[config.mk]
export PLATFORM = sky130hd
export DESIGN_NAME = dpot_multi
export DESIGN_NICKNAME = d
export VERILOG_FILES = /design/src/rtl/dpot_multi.sv
export SDC_FILE = /design/constraint.sdc
export NUM_CORES = 1
export LEC_CHECK = 0
export CAP_MARGIN = 20
export CORE_MARGIN = 2
export CORE_UTILIZATION = 50
export DETAILED_ROUTE_END_ITERATION = 8
export PLACE_DENSITY = 0.82
export SLEW_MARGIN = 20
export SYNTH_ARGS = -nofsm -noshare
export SYNTH_HDL_FRONTEND = slang
export SYNTH_SLANG_ARGS = --single-unit
[constraint.sdc]
create_clock -name clk -period 2.25 [get_ports clk]
set_input_delay 0.3375 -clock clk [delete_from_list [all_inputs] [get_ports clk]]
set_output_delay 0.3375 -clock clk [all_outputs]
set_load 0.02 [all_outputs]
[src/rtl/dpot_multi.sv]
// Multi-channel SPI write engine for DPOT-class digital potentiometers.
// One shared MOSI/SCLK pair, one active-low chip select per device, round-robin service of pending channels.
module dpot_multi #(
  parameter int CHANNELS = 4,
  parameter int DATA_W   = 8,
  parameter int HALF_DIV = 2,
  localparam int AW = (CHANNELS > 1) ? $clog2(CHANNELS) : 1
) (
  input  logic                       clk,
  input  logic                       rst,
  input  logic [CHANNELS*DATA_W-1:0] value,
  input  logic [CHANNELS-1:0]        update,
  input  logic                       auto_en,
  output logic [CHANNELS-1:0]        nCS,
  output logic                       SCLK,
  output logic                       MOSI,
  output logic [CHANNELS-1:0]        pending,
  output logic                       ready,
  output logic                       done,
  output logic [AW-1:0]              active_ch
);

  localparam int DW = (HALF_DIV > 1) ? $clog2(HALF_DIV) : 1;
  localparam int BW = (DATA_W > 1) ? $clog2(DATA_W) : 1;

  localparam logic [1:0] IDLE  = 2'd0;
  localparam logic [1:0] SETUP = 2'd1;
  localparam logic [1:0] SHIFT = 2'd2;
  localparam logic [1:0] HOLD  = 2'd3;

  logic [1:0]        state;
  logic [DW-1:0]     div_cnt;
  logic [BW-1:0]     bit_cnt;
  logic              sclk_hi;
  logic [DATA_W-1:0] shift;
  logic [DATA_W-1:0] last_sent [CHANNELS];
  logic [DATA_W-1:0] vals      [CHANNELS];
  logic [AW-1:0]     ptr;

  logic [CHANNELS-1:0] diff;
  logic [CHANNELS-1:0] req;
  logic [CHANNELS-1:0] clr;
  logic                sel_found;
  logic [AW-1:0]       sel_idx;
  logic [DATA_W-1:0]   sel_value;
  logic                div_last;
  logic                framing;

  always_comb begin
    for (int k = 0; k < CHANNELS; k++) begin
      vals[k] = value[k*DATA_W +: DATA_W];
      diff[k] = (vals[k] != last_sent[k]);
    end
  end

  // Search starts one past the last served channel so every requester gets a turn.
  always_comb begin
    int            idx;
    logic [AW-1:0] cand;
    sel_found = 1'b0;
    sel_idx   = '0;
    sel_value = '0;
    idx       = 0;
    cand      = '0;
    for (int i = 1; i <= CHANNELS; i++) begin
      idx = int'(ptr) + i;
      if (idx >= CHANNELS) idx = idx - CHANNELS;
      cand = idx[AW-1:0];
      if (!sel_found && pending[cand]) begin
        sel_found = 1'b1;
        sel_idx   = cand;
        sel_value = vals[cand];
      end
    end
  end

  // The channel being captured already matches its value, so its auto request is masked;
  // an explicit update in the same cycle still re-arms it.
  always_comb begin
    clr = '0;
    for (int k = 0; k < CHANNELS; k++) begin
      clr[k] = (state == IDLE) && sel_found && (sel_idx == AW'(k));
    end
    req = update | (auto_en ? (diff & ~clr) : '0);
  end

  assign div_last = (div_cnt == DW'(HALF_DIV - 1));

  always_ff @(posedge clk) begin
    if (rst) begin
      state     <= IDLE;
      div_cnt   <= '0;
      bit_cnt   <= '0;
      sclk_hi   <= 1'b0;
      shift     <= '0;
      pending   <= '0;
      ptr       <= AW'(CHANNELS - 1);
      active_ch <= '0;
      for (int k = 0; k < CHANNELS; k++) last_sent[k] <= vals[k];
    end else begin
      pending <= (pending & ~clr) | req;
      case (state)
        IDLE: begin
          if (sel_found) begin
            state              <= SETUP;
            div_cnt            <= '0;
            shift              <= sel_value;
            last_sent[sel_idx] <= sel_value;
            active_ch          <= sel_idx;
            ptr                <= sel_idx;
          end
        end
        SETUP: begin
          if (div_last) begin
            state   <= SHIFT;
            div_cnt <= '0;
            sclk_hi <= 1'b1;
            bit_cnt <= '0;
          end else begin
            div_cnt <= div_cnt + 1'b1;
          end
        end
        SHIFT: begin
          if (div_last) begin
            div_cnt <= '0;
            if (sclk_hi) begin
              sclk_hi <= 1'b0;
              shift   <= shift << 1;
            end else if (bit_cnt == BW'(DATA_W - 1)) begin
              state <= HOLD;
            end else begin
              bit_cnt <= bit_cnt + 1'b1;
              sclk_hi <= 1'b1;
            end
          end else begin
            div_cnt <= div_cnt + 1'b1;
          end
        end
        HOLD: begin
          if (div_last) begin
            state   <= IDLE;
            div_cnt <= '0;
          end else begin
            div_cnt <= div_cnt + 1'b1;
          end
        end
        default: state <= IDLE;
      endcase
    end
  end

  assign framing = (state == SETUP) || (state == SHIFT);

  always_comb begin
    for (int k = 0; k < CHANNELS; k++) begin
      nCS[k] = !(framing && (active_ch == AW'(k)));
    end
  end

  assign SCLK  = (state == SHIFT) && sclk_hi;
  assign MOSI  = framing && shift[DATA_W-1];
  assign done  = (state == HOLD) && div_last;
  assign ready = (state == IDLE) && (pending == '0);

endmodule

==> results.yml, run 1 <==
global_route:
  gr-usage-met3_pct: 3.287
  use_met2_pct: 41.67
  grt_pass1_wl_mm: 16.05
  antenna_found_initial: 0
  grtUsageMet1_pct: 31.53
  grt_max_degree: 40
  track_usage_pct: 24.20
  grt_pass1_vias: 3243
  gr-total-overflow: 0
  grt.busiest_layer: "met2"
finish:
  area_growth_pct: 23.66
  antenna_cells: 0
  nNetsFinal: 495
  fin_cells: 553
  drive_gt1_share_pct: 20.84
  final_area_mm2: 0.004806
timing:
  finalClockSkew_ns: 0.005537
  period_share_pct: 95.28
  hold_violations: 0
  slew_headroom_pct: 62.24
  worst_slack_ns: 0.1063
  rsz0062_at_grt: "no"
  fmax_ghz: 0.4665
  hold_ws_ns: 0.4729
  setup_violations: 0
  layout_min_cycle_time_ns: 2.144
  worst_slew_pin_slew_ns: 0.5664
  slew_viol_final: 0
  tns_ns: 0
setup_path:
  crit_fanout: 4
  worst-r2r-cell-count: 7
  crit_type: "flop to output port"
  worstPathRequired_ns: 1.91
  worstPathArrival_ns: 1.81
  worstSetupStartpointType: "flop"
  cp-end-kind: "output port"
place:
  placed_cells: 545
  numPortBuffers: 52
  place_area_mm2: 0.004721
  dp_slack_ns: 0.08443
  place_hpwl_mm: 7.401
  gp_congestion: 0.8762
logic_synthesis:
  ys_ff_latch: 55
  ys.flop_type: "edfxtp_1"
  synth.distinct_cells: 59
  synth_area_mm2: 0.003886
  syn-num-nets: 431
  synth.yosys.seq_area_share_pct: 36.57
  yosysWarnings: 0
  synth.avg_cell_area_um2: 10.07
  synth-async-reset-ratio_pct: 0
  synthesis.instances: 386
  synth_edf_count: 32
power_and_ir_drop:
  swShare_pct: 41.31
  clock_power_share_pct: 11.8
  p_int_mw: 2.840
  cellLeakagePower_nw: 1.977
  p_per_area_mw_per_mm2: 1007
  switchingPower_mw: 1.999
  combPwrFrac_pct: 55.7
  peakVddDrop_v: 0.0005194
  seq_power_share_pct: 32.5
routing:
  drt_iter0_drc: 277
  ant_nets: 0
  first_pass_iters: 5
  remaining_drc_errors: 0
  routed_via_density: 5.928
  wl_per_cell_um: 17.99
  wl_mm: 9.949
  vias: 3278
die:
  dieArea_mm2: 0.008493
  core_area_mm2: 0.007647
  chipHeight_um: 92.16
  die_w_um: 92.16
  io_pins: 53
  initial_core_util_pct: 50.82
  rows: 32
clocking:
  cts_tree: "done"
  cts_max_path_buffers: 2
  post_cts_buffers: 0
  cts-root-buf: "clkbuf_8"
  cts_made_buffers: 5
  clk_latency_ns: 0.32
  clkSinkCount: 55
  h-tree-depth: 2
  clkTransAtPathRegs_ns: 0.10
status:
  status: "finished clean"
hold_path:
  min_path_cells: 2
  hold_class: "flop to flop"
run:
  cap_violations: 0
[critical path: stages, from the launching register on]
cell	delay [ns]
dfxtp_2	0.37
inv_1	0.07
ha_1	0.29
or3b_2	0.43
dlygate4sd2_1	0.33
[cell usage in the layout, fill, tap and decap left out, types with 5 or more instances in the layout]
| master | count |
|---|---|
| a211oi_2 | 8 |
| nor3_1 | 9 |
| a21oi_1 | 17 |
| o221ai_1 | 7 |
| clkbuf_8 | 5 |
| xor2_1 | 24 |
| edfxtp_1 | 32 |
| nor4_1 | 7 |
| inv_1 | 8 |
| nand2_1 | 30 |
| nor3b_1 | 11 |
| buf_4 | 49 |
| xnor2_1 | 8 |
| mux4_2 | 9 |
| ha_1 | 6 |
| clkdlybuf4s50_1 | 46 |
| dfxtp_2 | 5 |
| dlygate4sd2_1 | 6 |
| nor2_1 | 15 |
| o21ai_0 | 6 |
| o22ai_1 | 14 |
| o21ai_1 | 5 |
| mux2i_1 | 40 |
| dfxtp_1 | 18 |
[through the flow]
| step | util [%] | total power [mW] |
|---|---|---|
| final | 62.84 | 4.840 |
| after global routing | 62.84 | 5.127 |
| after CTS | 62.81 | 4.818 |
| after detailed placement | 61.73 | 4.262 |
| after global placement | 61.73 | 4.177 |
| after floorplan | - | 3.493 |
[power groups by stage]
stage | clock (mW) | combinational, mW | sequential, mW
after detailed placement | 0 | 2.67 | 1.59
after floorplan | 0 | 1.97 | 1.52
final | 0.571 | 2.70 | 1.57
after CTS | 0.572 | 2.68 | 1.57
after global placement | 0 | 2.61 | 1.57
after global routing | 0.610 | 2.91 | 1.61
[path summary, 6_finish.rpt]
path                                 start  slack, ns         endpoint
worst max-delay path              state[0]       0.11           nCS[0]
worst min-delay path            bit_cnt[2]       0.47       bit_cnt[2]
worst max register to register  pending[3]       0.14  last_sent[3][4]
worst min register to register  bit_cnt[2]       0.47       bit_cnt[2]
[metal layers]
layer  share of wire (%)  wire [um]
met4                 1.6        158
met1                  43       4237
met5                   0          0
met3                 6.2        615
met2                  50       4936
[cell families after synthesis]
group	share of synthesized area [%]
XOR/XNOR	7.212
AO/OA/AOI/OAI	16.97
AND/OR/NAND/NOR	15.00
multiplexers	15.81
buffers and inverters	6.503
flip-flops	36.57
adder cells (fa/ha/maj)	1.932
[area by class of cell]
| cell class | instances | area (um^2) |
|---|---|---|
| Clock inverter | 3 | 18.77 |
| Multi-Input combinational cell | 277 | 2212 |
| Sequential cell | 55 | 1428 |
| Clock buffer | 5 | 68.82 |
| Fill cell | 607 | 2841 |
| Inverter | 8 | 30.03 |
| Timing Repair Buffer | 103 | 920.9 |
| Tap cell | 102 | 127.6 |
[timing repair]
action | in CTS | in global routing
endpoints found under the setup margin | 6 | 1
resized for setup | 8 | 2
hold buffers | 0 | 0
[state kept, by name, indices dropped and copies added, names as in the netlist]
register	cells
sclk_hi	1
ptr	2
shift	8
active_ch	2
div_cnt	1
bit_cnt	3
last_sent	32
pending	4
state	2
[synth_stat cells, types with 3 or more instances]
master    count  area (um^2)
mux2i_1      40        400.4
edfxtp_1     32        960.9
clkbuf_1     30        112.6
nand2_1      30        112.6
xor2_1       24        210.2
dfxtp_1      23        460.4
a21oi_1      17        85.08
nor2_1       15        56.30
o22ai_1      14        87.58
nor3b_1      11        82.58
mux4_2        9        202.7
nor3_1        9        45.04
a211oi_2      8        100.1
inv_1         8        30.03
xnor2_1       8        70.07
buf_2         7        35.03
nor4_1        7        43.79
o221ai_1      7        61.31
ha_1          6        75.07
o21ai_0       6        30.03
buf_4         5        37.54
o21ai_1       5        25.02
a211oi_1      4        30.03
and2_1        4        25.02
and3b_1       4        35.03
nand2b_1      4        25.02
nand4_1       4        25.02
buf_6         3        33.78
nand3_1       3        15.01
o21bai_1      3        22.52
o31ai_1       3        22.52
(Power assumes the default switching activity.)
==> inputs of run 2 (changes only) <==
--- a/config.mk
+++ b/config.mk
@@ -6,7 +6,7 @@
 export NUM_CORES = 1
 export LEC_CHECK = 0
 export CAP_MARGIN = 20
-export CORE_MARGIN = 2
+export CORE_MARGIN = 10
 export CORE_UTILIZATION = 50
 export DETAILED_ROUTE_END_ITERATION = 8
 export PLACE_DENSITY = 0.82
==> constraint.sdc (replaced) <==
create_clock -name clk -period 2.2 [get_ports clk]
set_input_delay 0.33 -clock clk [delete_from_list [all_inputs] [get_ports clk]]
set_output_delay 0.33 -clock clk [all_outputs]
set_load 0.02 [all_outputs]
==> run 2 against run 1 <==
- first-iteration DRC count fell by 22%
- sequential share of layout area fell by 0.40 points
- hold slack got worse by 0.0010 ns
- global-route usage fell by 5.5 points
- routed wire length rose by 9.3%
- clock skew rose by 0.0083 ns
- core utilization rose by 0.97 points
- critical endpoint is now SCLK
- largest cell class unchanged
- highest routed layer unchanged
==> results.yml, run 2 (synthesized netlist as in run 1, its figures left out) <==
place:
  place_hpwl_mm: 8.270
  numPortBuffers: 52
  gp_congestion: 0.8979
status:
  status: "finished clean"
global_route:
  track_usage_pct: 18.67
  grt.busiest_layer: "met2"
  grtUsageMet1_pct: 22.27
  grt_max_degree: 31
  use_met2_pct: 31.94
  grt_pass1_wl_mm: 17.46
  antenna_found_initial: 0
  grt_pass1_vias: 3350
  gr-usage-met3_pct: 4.224
  gr-total-overflow: 0
routing:
  wl_per_cell_um: 19.46
  ant_nets: 0
  remaining_drc_errors: 0
  first_pass_iters: 5
  drt_iter0_drc: 216
  wl_mm: 10.88
  routed_via_density: 5.991
  vias: 3349
setup_path:
  worstSetupStartpointType: "flop"
  r2r-start: "ptr[0]"
  r2r_setup_slack_ns: 0.15
  slowest_stage: "clkdlybuf4s50_1"
  worstPathArrival_ns: 1.76
  crit_end: "SCLK"
  max_stage_delay_ns: 0.60
  reg2reg_to: "last_sent[0][7]"
  worstPathRequired_ns: 1.87
  worst-r2r-cell-count: 5
  critPathLaunch: "state[0]"
  crit_fanout: 6
  cp-end-kind: "output port"
  crit_type: "flop to output port"
  crit_path_cell_trace: "inv_1 > ha_2 > and2_1 > clkdlybuf4s50_1"
die:
  dieArea_mm2: 0.01170
  die_w_um: 108.2
  io_pins: 53
  initial_core_util_pct: 50.82
  core_area_mm2: 0.007647
  rows: 32
  chipHeight_um: 108.2
finish:
  largest-register: "last_sent"
  drive_gt1_share_pct: 22.98
  largest_reg_flops: 32
  area_growth_pct: 25.56
  nNetsFinal: 501
  antenna_cells: 0
  layout_common_cells: "buf_4, clkdlybuf4s50_1, mux2i_1"
  reg.largest.list: "last_sent (32), shift (8), pending (4)"
  final_util_pct: 63.81
  final_common_cell: "buf_4"
clocking:
  cts_tree: "done"
  clkSinkCount: 55
  cts-root-buf: "clkbuf_8"
  ctsHoldBuffers: 0
  clkTransAtPathRegs_ns: 0.11
  cts_max_path_buffers: 2
  clk_latency_ns: 0.32
  h-tree-depth: 2
  cts_made_buffers: 5
power_and_ir_drop:
  switchingPower_mw: 2.098
  clock_power_share_pct: 11.5
  peakVddDrop_v: 0.0004860
  p_int_mw: 3.016
  power_mw: 5.114
  combPwrFrac_pct: 57.2
  swShare_pct: 41.02
  cellLeakagePower_nw: 2.009
  p_per_area_mw_per_mm2: 1048
  seq_power_share_pct: 31.4
run:
  cap_violations: 0
timing:
  setup_violations: 0
  fmax_ghz: 0.4785
  rsz0062_at_grt: "no"
  finalClockSkew_ns: 0.01383
  hold_violations: 0
  period_share_pct: 94.98
  slew_viol_final: 0
  slew_headroom_pct: 58.38
  worst_slew_pin_slew_ns: 0.6243
  layout_min_cycle_time_ns: 2.090
hold_path:
  hold_class: "flop to flop"
-- run 2: cell count changes in the layout (fill, tap and decap cells not counted), sizes merged --
cell,previous run,this run
clkinvlp,1,0
buf,51,57
dlygate4sd2,6,5
clkbuf,5,6
clkinv,1,2
-- run 2: metrics by stage --
| stage | area [um^2] | hold WS, ns | setup TNS [ns] | std cells | setup WS, ns |
|---|---|---|---|---|---|
| 6_report | 4880 | 0.4718 | 0 | 559 | 0.1103 |
| 5_1_grt | 4880 | 0.4887 | 0 | 559 | 0.02581 |
| 4_1_cts | 4868 | 0.4734 | 0 | 559 | 0.01820 |
| 3_5_place_dp | 4766 | 0.4575 | -0.02098 | 551 | -0.02098 |
| 3_3_place_gp | 4766 | 0.4432 | 0 | 551 | 0.06416 |
| 2_1_floorplan | 3886 | 0.4356 | 0 | 386 | 0.08080 |
-- run 2: worst min path at each step --
stage,from,end,slack [ns],cells past startpoint
2_1_floorplan,bit_cnt[1],bit_cnt[1],0.44,2
3_5_place_dp,bit_cnt[1],bit_cnt[1],0.46,2
4_1_cts,bit_cnt[1],bit_cnt[1],0.47,2
5_1_grt,bit_cnt[2],bit_cnt[2],0.49,2
3_3_place_gp,bit_cnt[1],bit_cnt[1],0.44,2
6_report,bit_cnt[1],bit_cnt[1],0.47,2
-- run 2: routing by layer --
layer  wire, um  up-vias
met3        788       26
met1       4358     1595
met5          0        -
met2       5396      158
met4        332        0
li1           -     1570
-- run 2: repair_timing --
item	in CTS	in global routing
pin swaps	0	0
gates resized for setup	14	4
hold endpoints to repair	0	0
buffers inserted	0	0
endpoints found under the setup margin	7	3
cloned	0	0
-- run 2: power groups by stage --
stage          Sequential (mW)  Combinational, mW  Clock, mW
2_1_floorplan             1.55               2.02          0
3_3_place_gp              1.60               2.78          0
3_5_place_dp              1.62               2.87          0
4_1_cts                   1.60               2.87      0.589
5_1_grt                   1.64               3.13      0.624
6_report                  1.61               2.92      0.586
-- run 2: cell type report --
type,instances,area [um^2]
clock buffers,5,68.82
clock inverters,3,22.52
fillers,597,2768
inverters,8,30.03
multi-input cells,277,2238
flip-flops and latches,55,1430
well taps,102,127.6
repair buffers,109,962.2
-- run 2: critical path, delay by kind of cell (launching register included) --
family        cells  cell delay, ns
buf+inv           2            0.69
flops             1            0.36
fa+ha+maj         1            0.25
simple gates      1            0.14
